[src/rtl/regfile_wb_arbiter.sv]
// Round-robin writeback arbiter between the ALU and the load unit, feeding a
// single register-file write port and tracking outstanding writes per register.
module regfile_wb_arbiter #(
  parameter int unsigned DATA_WIDTH = 8,
  parameter int unsigned ADDR_WIDTH = 3
) (
  input  logic                         clock,
  input  logic                         reset,
  input  logic                         alu_valid,
  input  logic [ADDR_WIDTH-1:0]        alu_addr,
  input  logic [DATA_WIDTH-1:0]        alu_data,
  output logic                         alu_ready,
  input  logic                         mem_valid,
  input  logic [ADDR_WIDTH-1:0]        mem_addr,
  input  logic [DATA_WIDTH-1:0]        mem_data,
  output logic                         mem_ready,
  input  logic                         issue_valid,
  input  logic [ADDR_WIDTH-1:0]        issue_addr,
  output logic                         rf_write_enable,
  output logic [ADDR_WIDTH-1:0]        rf_write_address,
  output logic [DATA_WIDTH-1:0]        rf_write_data,
  output logic [(2**ADDR_WIDTH)-1:0]   pending,
  output logic                         last_grant
);

  localparam int unsigned NUM_REGS = 2 ** ADDR_WIDTH;

  logic                  xfer;
  logic [ADDR_WIDTH-1:0] sel_addr;
  logic [DATA_WIDTH-1:0] sel_data;
  logic [NUM_REGS-1:0]   set_mask;
  logic [NUM_REGS-1:0]   clr_mask;
  logic [NUM_REGS-1:0]   pending_next;

  // Grant: a lone requester always wins; on contention the one not granted last wins.
  always_comb begin
    alu_ready = reset && alu_valid && (!mem_valid || last_grant);
    mem_ready = reset && mem_valid && (!alu_valid || !last_grant);
    xfer      = alu_ready || mem_ready;
    sel_addr  = mem_ready ? mem_addr : alu_addr;
    sel_data  = mem_ready ? mem_data : alu_data;
  end

  // Scoreboard update: issue sets, transfer clears, set wins; r0 never pending.
  always_comb begin
    set_mask = '0;
    clr_mask = '0;
    if (issue_valid && (issue_addr != '0)) set_mask[issue_addr] = 1'b1;
    if (xfer) clr_mask[sel_addr] = 1'b1;
    pending_next    = (pending & ~clr_mask) | set_mask;
    pending_next[0] = 1'b0;
  end

  always_ff @(posedge clock or negedge reset) begin
    if (!reset) begin
      rf_write_enable  <= 1'b0;
      rf_write_address <= '0;
      rf_write_data    <= '0;
      pending          <= '0;
      last_grant       <= 1'b1;
    end else begin
      rf_write_enable <= xfer && (sel_addr != '0);
      pending         <= pending_next;
      if (xfer) begin
        rf_write_address <= sel_addr;
        rf_write_data    <= sel_data;
        last_grant       <= mem_ready;
      end
    end
  end

endmodule

[config.mk]
export PLATFORM = sky130hd
export DESIGN_NAME = regfile_wb_arbiter
export DESIGN_NICKNAME = d
export VERILOG_FILES = /design/src/rtl/regfile_wb_arbiter.sv
export SDC_FILE = /design/constraint.sdc
export NUM_CORES = 1
export LEC_CHECK = 0
export CELL_PAD_IN_SITES_DETAIL_PLACEMENT = 2
export CELL_PAD_IN_SITES_GLOBAL_PLACEMENT = 2
export CORE_MARGIN = 1.5
export CORE_UTILIZATION = 22
export DETAILED_ROUTE_END_ITERATION = 6
export GPL_TIMING_DRIVEN = 0
export PLACE_DENSITY = 0.8
export SLEW_MARGIN = 15
export SYNTH_ARGS = -nofsm -noshare
export SYNTH_HDL_FRONTEND = slang
export SYNTH_SLANG_ARGS = --single-unit
[constraint.sdc]
create_clock -name clock -period 1.93 [get_ports clock]
set_input_delay 0.2895 -clock clock [delete_from_list [all_inputs] [get_ports clock]]
set_output_delay 0.2895 -clock clock [all_outputs]
set_load 0.01 [all_outputs]
==> flow_metrics.env <==
export IMPL_cpPeakStageDelay_ps=540
export IMPL_avgRoutedWirePerCell_um=16.1
export IMPL_num_clock_sinks=20
export IMPL_synth_top_cell_by_area="sky130_fd_sc_hd__dfrtp_1"
export IMPL_worst_path_max_fanout=6
export IMPL_io_pin_count=53
export IMPL_antenna_cells_inserted=0
export IMPL_area_after_detailed_placement_sq_um=1700
export IMPL_drt_pass1_iterations=4
export IMPL_setup_violations_final=0
export IMPL_achievable_frequency_ghz=0.548
export IMPL_hold_path_depth=3
export IMPL_syn_mean_instance_area_sq_um=9.41
export IMPL_grt_start_max_net_pins=20
export IMPL_wirelength_mm=3.91
export IMPL_ys_seq_area_share_pct=45.6
export IMPL_drt_vias_per_instance=4.66
export IMPL_fp_dieArea_sq_um=5440
export IMPL_fin_crit_sh_pct=94.6
export IMPL_critical_path_slowest_cell="sky130_fd_sc_hd__dfstp_2"
export IMPL_cellLeakagePower_nw=0.807
export IMPL_number_of_enable_flip_flop_cells_after_synthesis=0
export IMPL_critical_path_startpoint_type="flip-flop"
export IMPL_reg2reg_to="pending[1]"
export IMPL_route_vias_total=1132
export IMPL_total_routing_usage_gr_pct=15.1
export IMPL_final_layout_size_suffix_gt1_share_pct=9.09
export IMPL_hpwlAfterDp_mm=2.97
export IMPL_finalHoldViolCount=0
export IMPL_outcome="complete, no violations"
export IMPL_worst_hold_start="mem_valid"
export IMPL_final_cell_area_sq_um=1790
export IMPL_antenna_violating_nets_left=0
export IMPL_worst_r2r_path_depth=6
export IMPL_cell_types_with_the_largest_area_share_after_synthesis="sky130_fd_sc_hd__dfrtp_1, sky130_fd_sc_hd__mux2i_1, sky130_fd_sc_hd__o21ai_0, sky130_fd_sc_hd__nand2_1, sky130_fd_sc_hd__nand2b_1"
export IMPL_r2r_start="last_grant"
export IMPL_tightestPinTransition_ps=944
export IMPL_cp_data_required_time_ps=1640
export IMPL_class_of_the_tightest_hold_or_removal_check="input port to flip-flop"
export IMPL_netlist_cell_type_count=32
export IMPL_yosysMostFrequentCell="sky130_fd_sc_hd__dfrtp_1"
export IMPL_dp_worst_setup_slack_ps=-977
export IMPL_critical_path_cell_chain="buf_4 -> a21boi_4 -> nand2_4 -> clkinv_2 -> dlygate4sd2_1"
export IMPL_criticalPathCategory="flip-flop to primary output"
export IMPL_core_region_area_sq_um=4790
export IMPL_worst_case_clock_skew_ps=4.84
export IMPL_groute_layer_met3_usage_pct=3.43
export IMPL_share_of_synthesized_flip_flops_with_an_asynchronous_set_or_reset_pct=100
export IMPL_grt_busiest_layer="met2"
export IMPL_clk_transition_reported_paths_ps=80
export IMPL_ys_seq_elements=20
export IMPL_synth_top_cells_by_count="sky130_fd_sc_hd__dfrtp_1, sky130_fd_sc_hd__nand2_1, sky130_fd_sc_hd__o21ai_0"
export IMPL_post_synth_top_area_fraction_pct=43.2
export IMPL_fp_row_count=25
export IMPL_clock_insertion_delay_worst_skew_ps=250
export IMPL_antenna_found_initial=0
export IMPL_gr_usage_met2_pct=28.1
export IMPL_regToRegSetupSlack_ps=280
export IMPL_fin_nets=207
export IMPL_remaining_drc_errors=0
export IMPL_grtUsageMet1_pct=17.2
export IMPL_dieWidth_um=73.7
export IMPL_finalWorstSetupSlack_ps=105
export IMPL_syn_instance_count=117
export IMPL_synthFlopType="sky130_fd_sc_hd__dfrtp_1"
export IMPL_fillerInstances=543
export IMPL_htreeDepth=1
export IMPL_clk_path_buf_depth=2
export IMPL_tritoncts="yes"
export IMPL_rsz0062_at_grt="no"
export IMPL_whs_ps=427
export IMPL_post_route_util_pct=37.5
export IMPL_synthesis_area_sq_um=1100
export IMPL_grt_pass1_vias=1291
export IMPL_synth_yosys_warnings=0
export IMPL_area_growth_pct=62.8
export IMPL_grt_pass1_wl_mm=6.20
export IMPL_final_critical_path_required_period_ps=1830
export IMPL_timing_final_max_slew_violations=0
export IMPL_gpl_final_weighted_congestion=0.799
export IMPL_global_route_overflow_total=0
export IMPL_cts_buffers=3
export IMPL_max_slew_margin_rel_pct=36.9
export IMPL_numPortBuffers=51
export IMPL_drt_iter0_drc=18
export IMPL_initial_utilization_pct=23.0
export IMPL_root_buffer="sky130_fd_sc_hd__clkbuf_8"
export IMPL_min_to="last_grant"
export IMPL_worst_endpoint_arrival_ps=1540
export IMPL_power_density_nw_per_um2=718
export IMPL_synthesis_nets=147
export IMPL_max_vdd_ir_drop_mv=0.281
export IMPL_die_height_um=73.7
export IMPL_critPathCaptureType="primary output"
export IMPL_max_cap_viol_count=0
## registers in the layout, indices dropped and copies added (netlist names)
name              count
rf_write_enable       1
pending               7
last_grant            1
rf_write_address      3
rf_write_data         8
## area by class of cell
| class | instances | area (sq um) | share of cell area [%] |
|---|---|---|---|
| Timing Repair Buffer | 55 | 546 | 30.4 |
| Clock buffer | 4 | 55.1 | 3.07 |
| Multi-Input combinational cell | 89 | 562 | 31.3 |
| Buffer | 5 | 32.5 | 1.81 |
| Tap cell | 67 | 83.8 | 4.68 |
| Inverter | 3 | 12.5 | 0.698 |
| Sequential cell | 20 | 502 | 28.0 |
## through the flow
stage | power (W) | cells | setup TNS [ps]
3_3_place_gp | 0.000953 | 235 | -14110
2_1_floorplan | 0.000700 | 117 | 0
5_1_grt | 0.00137 | 243 | 0
6_report | 0.00129 | 243 | 0
4_1_cts | 0.00132 | 243 | 0
3_5_place_dp | 0.000971 | 235 | -16200
## report_power, final
part	leakage, nW	switching, W	internal (W)
combinational	0.545	0.000195	0.000250
clock	0.0288	0.000134	0.000181
sequential	0.233	0.0000381	0.000488
total	0.807	0.000367	0.000920
## layer usage
layer  wire length (um)  part of all wire [%]
met1               1560                    40
met2               2070                    53
met3                260                   6.7
met4                 11                  0.28
met5                  0                     0
## worst max-delay path by stage
stage | startpoint | to | slack, ps
4_1_cts | last_grant | alu_ready | 1
6_report | last_grant | mem_ready | 100
3_5_place_dp | reset | mem_ready | -980
2_1_floorplan | last_grant | pending[1] | 540
3_3_place_gp | reset | mem_ready | -930
5_1_grt | last_grant | mem_ready | 50
## cell usage in the layout, fill, tap and decap left out, drive strengths merged, types with 2 or more instances in the layout
cell type / n
nand2b: 6
nor3b: 2
clkdlybuf4s50: 46
a211oi: 4
a2bb2oi: 2
nand2: 16
nor2: 9
nand3b: 3
a21oi: 5
nor3: 3
clkbuf: 5
dlymetal6s2s: 2
dfrtp: 19
inv: 2
dlygate4sd2: 2
mux2i: 12
buf: 7
o21ai: 16
dlygate4sd3: 2
## logic make-up after synthesis
logic type	after synthesis	share of synthesized area [%]
simple gates	43	19.9
compound gates	33	19.2
flops	20	45.6
mux	12	10.9
buf+inv	8	4.09
other cells	1	0.341
## worst max-delay path: cells and delay by family (launching register included)
kind	cells	cell delay, ps
AO/OA/AOI/OAI	1	60
flip-flops	1	540
AND/OR/NAND/NOR	1	140
buffers and inverters	3	530
## timing repair
item | 4_1_cts | 5_1_grt
hold buffers | 2 | 0
endpoints found under the hold margin | 19 | 0
endpoints found under the setup margin | 21 | 2
buffers inserted | 2 | 0
gates resized for setup | 9 | 2
pin swaps | 1 | 0
Note: power is estimated with default switching activity, not from simulation.
==> RTL change 1: new RTL, same flow settings <==
Reset style: synchronous (`reset`), changed in one clocked block.
--- a/src/rtl/regfile_wb_arbiter.sv
+++ b/src/rtl/regfile_wb_arbiter.sv
@@ -52,5 +52,5 @@
   end
 
-  always_ff @(posedge clock or negedge reset) begin
+  always_ff @(posedge clock) begin
     if (!reset) begin
       rf_write_enable  <= 1'b0;
Formal check against the unedited RTL: differs if reset is asserted again (counterexample within 4 cycles, from zero or initial values and one cycle with reset low); with reset held inactive, the same outputs for 10 cycles.
==> RTL change 1 against the unedited design <==
- clock power rose by 34%
- setup slack worse by 0.040 ns
- sequential power fell by 14%
- combinational power shrank 39%
- power decreased by 10%
- sequential share of layout area decreased by 3.9 points
- sequential cell count is the same
- wire length is 0.36% higher
- critical path depth unchanged
- area after synthesis shrank 6.9%
- design area decreased by 6.9%
==> RTL change 1: results (changes against the unedited design) <==
PLACE.DETAILED.INSTANCES=223  # -5.1%
CLOCK_DISTRIBUTION_POWER_mW=0.423  # +34%
STATIC-LEAKAGE-POWER_nW=0.682  # -16%
FIN_SKEW_NS=0.00124  # -0.00360 ns
DRIVE_ABOVE_1_SHARE=0.0966  # +0.00568
MEAN_INSTANCE_SIZE_IN_THE_SYNTHESIZED_NETLIST_SQ_UM=8.47  # -10%
CRIT_PATH_START='mem_valid'
WIRE_PER_INST_UM=17.2  # +7.0%
SYNTHESIZED_NETS=151  # +2.7%
RUN_STATUS='completed'
HOLD-PATH-ENDPOINT='rf_write_enable$_SDFF_PN0_'
HOLD_START='reset'
REG2REGPATHDEPTH=4  # -2
POST_DP_CELL_AREA_SQ_UM=1590  # -6.2%
DETAIL_ROUTE.VIAS_PER_CELL=5.01  # +7.5%
SHARE_OF_CELL_AREA_TAKEN_BY_MUXES_AFTER_SYNTHESIS=0.0977  # -0.0114
PRE_CTS_SLACK_NS=-0.262  # +0.715 ns
TIMING.CRITICAL_PATH.MAX_DELAY_FAMILY='buffers and inverters'
ROUTED_WL_UM=3920  # +0.36%
ASYNC_RESET_FF_FRAC=0  # -1.00
SYNTH_COMPOUND_GATE_AREA_SHARE=0.271  # +0.0790
DETAILED_PLACE_HPWL_UM=3040  # +2.3%
MAX_FCLK_GHz=0.536  # -2.2%
YS_DOMINANT_REG_CELL='dfxtp_1'
POWER.SWITCHING_mW=0.290  # -21%
YOSYSSEQAREASHARE=0.391  # -0.0650
WORST_R2R_DST='pending[2]$_SDFF_PN0_'
GRT_FIRST_PASS_WIRELENGTH_UM=6510  # +5.0%
## RTL change 1: cell count changes after synthesis, sizes merged, moves of 4 or more
cell,before,now
a211oi,4,0
a21oi,5,12
a31oi,1,5
dfrtp,19,0
dfxtp,0,20
nand2,16,12
nor2,9,4
o21ai,16,22
## RTL change 1: cell type report
type                       instances  area [sq um]  area share
multi-input combinational         92           569       0.341
buffer                             7          47.5      0.0285
inverter                           2          8.76     0.00525
tap                               52          65.1      0.0390
clock buffer                       3          41.3      0.0247
clock inverter                     1          30.0      0.0180
sequential                        20           402       0.241
timing repair buffer              51           505       0.303
## RTL change 1: per-layer routing
metal / wire [um] / share of wire / GRT usage / vias to the layer above
li1: - / - / - / 549
met1: 1610 / 0.41 / 0.181 / 547
met2: 2050 / 0.52 / 0.309 / 46
met3: 264 / 0.067 / 0.0366 / 0
met4: 0 / 0 / 0.0189 / 0
met5: 0 / 0 / 0 / -
## RTL change 1: repair_timing
action	4_1_cts	5_1_grt
gates resized for setup	3	1
endpoints found under the setup margin	2	1
setup buffers	1	0
==> RTL change 2: new RTL, same flow settings <==
Without the edit above. Change the parameter `ADDR_WIDTH` from 3 to 4.
--- a/src/rtl/regfile_wb_arbiter.sv
+++ b/src/rtl/regfile_wb_arbiter.sv
@@ -3,5 +3,5 @@
 module regfile_wb_arbiter #(
   parameter int unsigned DATA_WIDTH = 8,
-  parameter int unsigned ADDR_WIDTH = 3
+  parameter int unsigned ADDR_WIDTH = 4
 ) (
   input  logic                         clock,
Interface: changed (5 resized); port bits go from 53 to 65. The function was not compared with the original's and may differ.
==> RTL change 2 against the unedited design <==
- design area grew 45%
- die area grew 51%
- clock power grew 83%
- area after synthesis grew 53%
- critical path depth grew 1
- power grew 35%
- clock skew shrank 0.0012 ns
- first-iteration DRC count grew to 6.7 times the old value
- count of clock-buffer cells in the layout grew 3
- sequential cell count grew 9
- wire length grew 71%
- global-route usage grew 2.2 points
- setup slack lost 0.049 ns
- critical endpoint unchanged
- largest power group unchanged
==> RTL change 2: results (changes against the unedited design) <==
SYNTH_COMPOUND_GATE_AREA_SHARE=0.222  # +0.0302
GRT_PASS1_VIAS=2033  # +57%
SYNTH_XOR_XNOR_AREA_SHARE=0  # unchanged
DETAIL_ROUTE.DRC_VIOLATIONS=0  # unchanged
DETAILED_PLACE_HPWL_UM=4740  # +59%
PORT_BUFFERS=63  # +24%
ANTENNA_FOUND_INITIAL=0  # unchanged
CLOCKBUFFERDEPTH=2  # unchanged
LARGESTREGISTERS='pending: 15 flops, rf_write_data: 8 flops, rf_write_address: 4 flops'
YOSYSSEQAREASHARE=0.430  # -0.0253
SYNTH_CELL_TYPE_COUNT=33  # +3.1%
CLK_PIN_SLEW_NS=0.07
DRIVE_ABOVE_1_SHARE=0.111  # +0.0198
POST_DP_CELL_AREA_SQ_UM=2440  # +44%
CLK_LATENCY_NS=0.29  # +0.04 ns
CTS_MAX_LEVEL=2  # +1
STATIC-LEAKAGE-POWER_nW=1.09  # +35%
WORST-R2R-SETUP-SLACK_NS=0.12  # -0.16 ns
CTS_BUFFERS=5  # +2
RUN_STATUS='completed'
WORST_PATH_LARGEST_CELL_DELAY_NS=0.53
VDD_DROP_MAX_V=0.000183  # -35%
SHARE_OF_CELL_AREA_TAKEN_BY_MUXES_AFTER_SYNTHESIS=0.0948  # -0.0143
DETAILEDROUTE.FIRSTITERATIONVIOLATIONS=120  # +102
CLK_ROOT_BUFFER_CELL='clkbuf_8'
WORSTPATHMAXFANOUT=5  # -1
YS_TOP_CELLS_BY_COUNT='nand2_1, dfrtp_1, mux2i_1'
CRITICAL_PATH_CELL_WITH_THE_HIGHEST_STAGE_DELAY='clkdlybuf4s50_1'
FILLERINSTANCES=782  # +44%
GRT_FIRST_PASS_WIRELENGTH_UM=11000  # +78%
FIRST_PASS_ITERS=4  # unchanged
PLACE_CONGESTION=0.776  # -2.9%
POST_SYNTH_FA_HA_MAJ_AREA_FRACTION=0  # unchanged
ASYNC_RESET_FF_FRAC=1.00  # unchanged
YOSYS_WARNINGS=0  # unchanged
NETLIST_TOP_CELLS_AREA='dfrtp_1, mux2i_1, nand2_1'
GRT_UTIL_ALL_LAYERS=0.173  # +0.0217
ANTENNA_CELLS=0  # unchanged
DRV_SLEW=0  # unchanged
DETAIL_ROUTE.VIAS_PER_CELL=5.05  # +8.5%
FINAL_NET_COUNT=285  # +38%
FIN_SKEW_NS=0.00359  # -0.00125 ns
HOLDCRITPATHCLASS='input port to register'
GRT_START_MAX_NET_PINS=29  # +45%
POWER.SWITCHING_mW=0.517  # +41%
ROUTED_WL_UM=6670  # +71%
SYNTHESIZED_NETS=210  # +43%
-- RTL change 2: cell types whose count changed after synthesis, sizes merged, moves of 5 or more --
cell    before  now
nand2       16   29
dfrtp       19   28
a22oi        0    7
or4          0   10
o311ai       0    9
nor3         3    8
-- RTL change 2: final timing paths --
| path | startpoint | to | cells after the start |
|---|---|---|---|
| worst max-delay path | mem_valid | mem_ready | 6 |
| worst min-delay path | reset | last_grant$_DFFE_PN1P_ | 4 |
| worst max register to register | last_grant$_DFFE_PN1P_ | pending[15]$_DFF_PN0_ | 7 |
| worst min register to register | rf_write_data[4]$_DFFE_PN0P_ | rf_write_data[4]$_DFFE_PN0P_ | 2 |
| max in group asynchronous | reset | pending[2]$_DFF_PN0_ | 3 |
| min in group asynchronous | reset | last_grant$_DFFE_PN1P_ | 2 |
-- RTL change 2: repair_timing --
item,CTS,global route
hold buffers,2,0
resized for setup,5,4
setup buffers,3,0
pin swaps,0,0
hold endpoints to repair,28,0
setup endpoints to repair,13,18
-- RTL change 2: logic make-up after synthesis --
group                  after synthesis
and+or+nand+nor                     67
AOI/OAI and AO/OA                   50
DFF                                 29
muxes                               16
buffers and inverters               14
other                                1
-- RTL change 2: power groups by stage --
stage	registers (mW)	clock network, mW	logic (mW)
floorplan	0.725	0	0.165
global placement	0.702	0	0.440
detailed placement	0.708	0	0.455
CTS	0.697	0.574	0.474
global route	0.702	0.614	0.512
finish	0.695	0.576	0.471
-- RTL change 2: layout make-up --
type | count | share of cell area
flip-flops and latches | 29 | 0.279
repair buffers | 68 | 0.263
multi-input cells | 134 | 0.340
clock buffers | 7 | 0.0370
plain buffers | 10 | 0.0250
well taps | 99 | 0.0476
inverters | 4 | 0.00673
clock inverters | 1 | 0.00192
-- RTL change 2: per-stage QoR --
stage,hold WS (ns),power (mW),std cells,utilization,worst slack (ns)
after floorplan,-0.00609,0.890,177,-,0.424
after global placement,0.466,1.14,339,0.333,-1.62
after detailed placement,0.394,1.16,339,0.333,-0.626
after CTS,0.324,1.74,352,0.354,0.0351
after global routing,0.376,1.83,352,0.355,0.00557
final,0.326,1.74,352,0.355,0.0556
-- RTL change 2: per-layer routing --
layer  wire length [um]  up-vias  GRT usage
li1                   -      819          -
met1               2950      907      0.216
met2               3390       44      0.299
met3                233        9     0.0387
met4                 87        0     0.0423
met5                  0        -          0
-- RTL change 2: worst max-delay path, delay by kind of cell --
family                 cells  cell delay [ns]
and+or+nand+nor            2             0.31
buffers and inverters      4             0.99
